## config.mk

```make
export PLATFORM = sky130hd
export DESIGN_NAME = cpu_ctrl
export DESIGN_NICKNAME = d
export VERILOG_FILES = /design/src/rtl/cpu_pkg.sv /design/src/rtl/cpu_ctrl_dec.sv /design/src/rtl/cpu_ctrl.sv
export SDC_FILE = /design/constraint.sdc
export NUM_CORES = 1
export LEC_CHECK = 0
export BUFFER_PORTS_ARGS = -buffer_cell sky130_fd_sc_hd__buf_2
export CELL_PAD_IN_SITES_DETAIL_PLACEMENT = 1
export CELL_PAD_IN_SITES_GLOBAL_PLACEMENT = 2
export CORE_MARGIN = 2
export CORE_UTILIZATION = 30
export CTS_CLUSTER_SIZE = 28
export DETAILED_ROUTE_END_ITERATION = 8
export PLACE_DENSITY_LB_ADDON = 0.2
export SLEW_MARGIN = 20
export SYNTH_ARGS = -nofsm -noshare
export SYNTH_HDL_FRONTEND = slang
export SYNTH_SLANG_ARGS = --single-unit
```

## constraint.sdc

```tcl
create_clock -name clk -period 2.15 [get_ports clk]
set_input_delay 0 -clock clk [delete_from_list [all_inputs] [get_ports clk]]
set_output_delay 0 -clock clk [all_outputs]
set_load 0.03 [all_outputs]
```

## src/rtl/cpu_pkg.sv

```systemverilog
// Shared definitions for the cpu_ctrl sequencer: opcodes, FSM states,
// instruction classes, ALU function codes and register-file write sources.
package cpu_pkg;

  localparam int unsigned OPC_W           = 4;
  localparam int unsigned ALU_W           = 3;
  localparam int unsigned WSEL_W          = 2;
  localparam int unsigned RET_W           = 16;
  localparam int unsigned MEM_TIMEOUT_DEF = 15;

  localparam logic [OPC_W-1:0] OPC_NOP  = 4'h0;
  localparam logic [OPC_W-1:0] OPC_ADD  = 4'h1;
  localparam logic [OPC_W-1:0] OPC_SUB  = 4'h2;
  localparam logic [OPC_W-1:0] OPC_AND  = 4'h3;
  localparam logic [OPC_W-1:0] OPC_OR   = 4'h4;
  localparam logic [OPC_W-1:0] OPC_LDI  = 4'h5;
  localparam logic [OPC_W-1:0] OPC_LD   = 4'h6;
  localparam logic [OPC_W-1:0] OPC_ST   = 4'h7;
  localparam logic [OPC_W-1:0] OPC_JMP  = 4'h8;
  localparam logic [OPC_W-1:0] OPC_BRZ  = 4'h9;
  localparam logic [OPC_W-1:0] OPC_HALT = 4'hF;

  localparam logic [ALU_W-1:0] ALU_ADD = 3'd0;
  localparam logic [ALU_W-1:0] ALU_SUB = 3'd1;
  localparam logic [ALU_W-1:0] ALU_AND = 3'd2;
  localparam logic [ALU_W-1:0] ALU_OR  = 3'd3;

  localparam logic [WSEL_W-1:0] WSEL_ALU = 2'd0;
  localparam logic [WSEL_W-1:0] WSEL_IMM = 2'd1;
  localparam logic [WSEL_W-1:0] WSEL_MEM = 2'd2;

  typedef enum logic [2:0] {
    ST_IDLE,
    ST_FETCH,
    ST_DECODE,
    ST_EXEC,
    ST_MEM,
    ST_HALT,
    ST_FAULT
  } state_e;

  typedef enum logic [2:0] {
    CLS_NOP,
    CLS_ALU,
    CLS_LDI,
    CLS_LD,
    CLS_ST,
    CLS_JMP,
    CLS_BRZ,
    CLS_HALT
  } iclass_e;

endpackage

```

## src/rtl/cpu_ctrl_dec.sv

```systemverilog
// Opcode decoder: maps the IR opcode field to an instruction class and ALU function.
module cpu_ctrl_dec
  import cpu_pkg::*;
(
  input  logic [OPC_W-1:0] opcode,
  output iclass_e          iclass_c,
  output logic [ALU_W-1:0] alu_op_c
);

  // Unassigned codes fall through to NOP.
  always_comb begin
    iclass_c = CLS_NOP;
    alu_op_c = ALU_ADD;
    case (opcode)
      OPC_NOP:  iclass_c = CLS_NOP;
      OPC_ADD:  begin iclass_c = CLS_ALU; alu_op_c = ALU_ADD; end
      OPC_SUB:  begin iclass_c = CLS_ALU; alu_op_c = ALU_SUB; end
      OPC_AND:  begin iclass_c = CLS_ALU; alu_op_c = ALU_AND; end
      OPC_OR:   begin iclass_c = CLS_ALU; alu_op_c = ALU_OR;  end
      OPC_LDI:  iclass_c = CLS_LDI;
      OPC_LD:   iclass_c = CLS_LD;
      OPC_ST:   iclass_c = CLS_ST;
      OPC_JMP:  iclass_c = CLS_JMP;
      OPC_BRZ:  iclass_c = CLS_BRZ;
      OPC_HALT: iclass_c = CLS_HALT;
      default:  iclass_c = CLS_NOP;
    endcase
  end

endmodule

```

## src/rtl/cpu_ctrl.sv

```systemverilog
// Multi-cycle CPU control sequencer: fetch/decode/execute FSM with memory
// wait timeout and a retired-instruction counter.
module cpu_ctrl
  import cpu_pkg::*;
#(
  parameter int unsigned MEM_TIMEOUT = MEM_TIMEOUT_DEF
) (
  input  logic              clk,
  input  logic              rst_n,
  input  logic              run,
  input  logic [OPC_W-1:0]  opcode,
  input  logic              zero,
  input  logic              mem_ack,
  output logic              ir_load,
  output logic              pc_inc,
  output logic              jmp,
  output logic              br,
  output logic [ALU_W-1:0]  alu_op,
  output logic              rf_we,
  output logic [WSEL_W-1:0] rf_wsel,
  output logic              mem_req,
  output logic              mem_we,
  output logic              mem_asel,
  output logic              halted,
  output logic              fault,
  output logic [RET_W-1:0]  retired
);

  localparam int unsigned WAIT_W = $clog2(MEM_TIMEOUT + 1);

  state_e            state_q, state_d;
  logic [WAIT_W-1:0] wait_q, wait_d, wait_inc;
  logic [RET_W-1:0]  retired_q, retired_d;
  logic              timeout;
  iclass_e           iclass;
  logic [ALU_W-1:0]  dec_alu_op;

  cpu_ctrl_dec u_dec (
    .opcode   (opcode),
    .iclass_c (iclass),
    .alu_op_c (dec_alu_op)
  );

  assign wait_inc = wait_q + WAIT_W'(1);
  assign timeout  = (wait_inc == WAIT_W'(MEM_TIMEOUT));
  assign retired  = retired_q;

  always_ff @(posedge clk) begin
    if (!rst_n) begin
      state_q   <= ST_IDLE;
      wait_q    <= '0;
      retired_q <= '0;
    end else begin
      state_q   <= state_d;
      wait_q    <= wait_d;
      retired_q <= retired_d;
    end
  end

  // Next state, counters and per-state control outputs.
  always_comb begin
    state_d   = state_q;
    wait_d    = wait_q;
    retired_d = retired_q;
    ir_load   = 1'b0;
    pc_inc    = 1'b0;
    jmp       = 1'b0;
    br        = 1'b0;
    alu_op    = ALU_ADD;
    rf_we     = 1'b0;
    rf_wsel   = WSEL_ALU;
    mem_req   = 1'b0;
    mem_we    = 1'b0;
    mem_asel  = 1'b0;
    halted    = 1'b0;
    fault     = 1'b0;

    case (state_q)
      ST_IDLE: begin
        if (run) state_d = ST_FETCH;
      end
      ST_FETCH: begin
        mem_req = 1'b1;
        if (mem_ack) begin
          ir_load = 1'b1;
          pc_inc  = 1'b1;
          state_d = ST_DECODE;
        end else begin
          wait_d = wait_inc;
          if (timeout) state_d = ST_FAULT;
        end
      end
      ST_DECODE: begin
        case (iclass)
          CLS_JMP:         begin jmp = 1'b1; state_d = ST_FETCH; end
          CLS_BRZ:         begin br = zero;  state_d = ST_FETCH; end
          CLS_HALT:        state_d = ST_HALT;
          CLS_ALU, CLS_LDI: state_d = ST_EXEC;
          CLS_LD, CLS_ST:  state_d = ST_MEM;
          default:         state_d = ST_FETCH;
        endcase
      end
      ST_EXEC: begin
        rf_we   = 1'b1;
        alu_op  = dec_alu_op;
        if (iclass == CLS_LDI) rf_wsel = WSEL_IMM;
        state_d = ST_FETCH;
      end
      ST_MEM: begin
        mem_req  = 1'b1;
        mem_asel = 1'b1;
        mem_we   = (iclass == CLS_ST);
        if (mem_ack) begin
          if (iclass == CLS_LD) begin
            rf_we   = 1'b1;
            rf_wsel = WSEL_MEM;
          end
          state_d = ST_FETCH;
        end else begin
          wait_d = wait_inc;
          if (timeout) state_d = ST_FAULT;
        end
      end
      ST_HALT:  halted = 1'b1;
      ST_FAULT: fault  = 1'b1;
      default:  state_d = ST_IDLE;
    endcase

    // Fresh wait budget for every new memory access.
    if ((state_d == ST_FETCH || state_d == ST_MEM) && state_d != state_q)
      wait_d = '0;

    if (state_d == ST_FETCH &&
        (state_q == ST_DECODE || state_q == ST_EXEC || state_q == ST_MEM))
      retired_d = retired_q + RET_W'(1);
  end

endmodule

```

==> metrics.txt <==
outcome complete, no violations; Clock Skew 0.004076 ns; Synth Area in Compound Gates 26.57%; GRT Total Usage 16.67%; largest family of logic cells by synthesized area simple AND/OR/NAND/NOR gates; FF-to-FF Start wait_q[0]; achievable frequency 488.9 MHz; max-slew violations 0; flops & latches, synth 23; Critical Path RT 2.33 ns; Hold Slack 0.04712 ns; root buf cell clkbuf_8; max_cap viols 0; num rows 26; CTS tree done; RSZ-0062 raised after global routing true; wire length per cell 15.75 um; LEAKAGE 0.7353 nW; Worst-Margin Slew 0.5594 ns; simple-gate share of the synthesized area 30.09%; Synth area leader dfxtp_1; htree depth 1; Primary FF master, synth dfxtp_1; # clock sinks 23; DIE HEIGHT 76.95 um; CTS Buffer Depth 2; Slowest cell on crit path or4_1; Vias 1,697; layout cells sized above 1 26.50%; Synth top area share 28.84%; Slew HR 62.47%; Buf/Inv on CP 1; fraction of synthesized cell area in xor and xnor cells 2.743%; Area Overhead vs Synth 21.16%; GPL Wtd Cong 0.8060; clock share of power 29.4%; Worst setup SP type flop; path depth of the worst reg2reg path 7; DR iter-0 viols 72; First-pass DRT Iterations 4; Adder-Cell Fraction of Synth Area 2.351%; Switching Fraction 31.17%; Worst setup endpoint retired[4]; core area 5107 um2; Final Hold Fails 0; R2R setup slack 0.10 ns; port bufs 38; largest net degree at the start of global routing 32; Comb power frac 21.6%; Reg power frac 49.0%; placed inst area 1853 um2; DRC violations left 0; unique cell type count in the Yosys netlist 50; r2r endpoint retired[4]; Cells after DPL 298; Critical Path Stages 7; register area share after synthesis 28.84%; Syn. warnings 0; largest cells by area after synthesis dfxtp_1, a21oi_1, o31ai_1; Synth Cell Area 1597 um2; DR vias/cell 5.582; total power per unit cell area 481.1 nW/um2; Synth top cells by count dfxtp_1, a21oi_1, nand2_1, o31ai_1, or4_1; clock-pin slew on the worst setup and hold paths 0.08 ns; final antenna-violating net count 0; IO Pins 40; fillcell total 638; Initial Util 31.26%; design area 1934 um2; Post-synth EDFFs 0; Final setup viols 0; global route overflow 0; CTS buffer count 3; async set-reset flop share out of synthesis 0%; critical path startpoint wait_q[0]; Final Cycle Share 95.14%; vias in the first global route 1,705; Setup Crit Path Kind flop to flop; Crit Path Max Fanout 16; delay-heaviest family, CP simple AND/OR/NAND/NOR gates; total power 930.7 uW; Internal Power 640.5 uW; Syn Area/Cell 7.983 um2; NetSw 290.1 uW; Die Wd 76.95 um; Crit. End Element flop; Min-Delay Path Class input pin to flop; post-route setup slack 0.1045 ns; critical-path cell list inv_1 > ha_1 > nand4b_1 > a211o_1 > o211ai_4 > or4_1 > a21oi_1; # diodes 0; final cell count without fillers 304; DP HPWL 3370 um; mux contribution to synthesized area 1.254%; syn_nets 212; first-pass GRT wire length 8224 um; Hold-fix buffers, CTS 0; Mapped Cells 200; clk_lat worst skew 0.26 ns; Worst Path Arrival 2.22 ns; worst slack, placed -0.009026 ns; top-count cell post-synth dfxtp_1; Max IR drop VDD 0.0001871 V; die area 5921 um2; CP max stage delay 0.55 ns; final wirelength 4787 um; Final nets 247; initial antenna violation count 0; Tmin final 2.045 ns
power by group through the flow:
stage	registers, mW	logic (mW)	clock network, mW
floorplan	0.454	0.147	0
global placement	0.462	0.182	0
detailed placement	0.465	0.191	0
CTS	0.454	0.198	0.286
global route	0.458	0.223	0.311
finish	0.456	0.201	0.274
layout by cell type (no fill, tap or decap), drive strengths merged, types with 2 or more instances in the layout:
cell | synthesis | final
buf | 11 | 46
dfxtp | 23 | 23
a21oi | 21 | 21
nand2 | 13 | 13
o31ai | 12 | 12
or4 | 12 | 12
nor2 | 11 | 11
inv | 7 | 7
o21ai | 7 | 7
nand3 | 6 | 6
o211ai | 5 | 6
nand4 | 5 | 5
nor3 | 5 | 5
xnor2 | 4 | 4
nor3b | 4 | 4
or3 | 4 | 4
clkbuf | 6 | 4
and2 | 3 | 3
and3 | 3 | 3
a211oi | 3 | 3
ha | 3 | 3
nor2b | 2 | 2
nand2b | 2 | 2
nand4b | 2 | 2
and3b | 2 | 2
and4 | 2 | 2
nor4 | 2 | 2
o21a | 2 | 2
a21o | 2 | 2
mux2i | 2 | 2
a21boi | 2 | 2
worst min-delay path by stage:
stage	start	end	cells past startpoint
finish	rst_n	state_q[2]	3
detailed placement	rst_n	state_q[2]	3
global route	rst_n	retired[8]	2
CTS	rst_n	state_q[2]	3
floorplan	rst_n	state_q[2]	2
global placement	rst_n	state_q[2]	3
layout make-up:
cell class                 instances  area, um2  share of cell area [%]
tap                               70      87.58                   4.528
multi-input combinational        153       1041                   53.82
clock buffer                       4      45.04                   2.329
sequential                        23      467.9                   24.19
inverter                           8      30.03                   1.552
timing repair buffer              46      262.8                   13.58
cell families after synthesis:
| group | after synthesis |
|---|---|
| compound gates | 60 |
| simple gates | 81 |
| xor+xnor | 5 |
| fa+ha+maj | 3 |
| mux | 2 |
| other cells | 1 |
| buf+inv | 25 |
| flops | 23 |
layer usage:
metal	vias to the layer above	track usage (%)	share of wire, %
li1	822	-	-
met1	845	20.91	45
met2	28	29.82	51
met3	2	3.294	3.6
met4	0	2.727	0.44
met5	-	0	0
worst register-to-register path: stages, from the launching register on:
cell	delay [ns]
dfxtp_4	0.38
inv_1	0.05
ha_1	0.20
nand4b_1	0.12
a211o_1	0.26
o211ai_4	0.22
or4_1	0.55
a21oi_1	0.17
flip-flops by register name, indices dropped and copies added, names as in the netlist:
name     count
retired     16
state_q      3
wait_q       4
what timing repair did:
item,CTS,global route
resized for setup,0,7
cloned,1,0
pin swaps,1,2
setup buffers,0,1
endpoints found under the setup margin,12,21
endpoints found under the hold margin,0,0
through the flow:
step	TNS (ns)	utilization (%)
floorplan	0	-
global placement	0	36.28
detailed placement	-0.01631	36.28
CTS	0	37.41
global route	-0.005803	37.87
finish	0	37.87
Power figures use the tool's default switching activity.
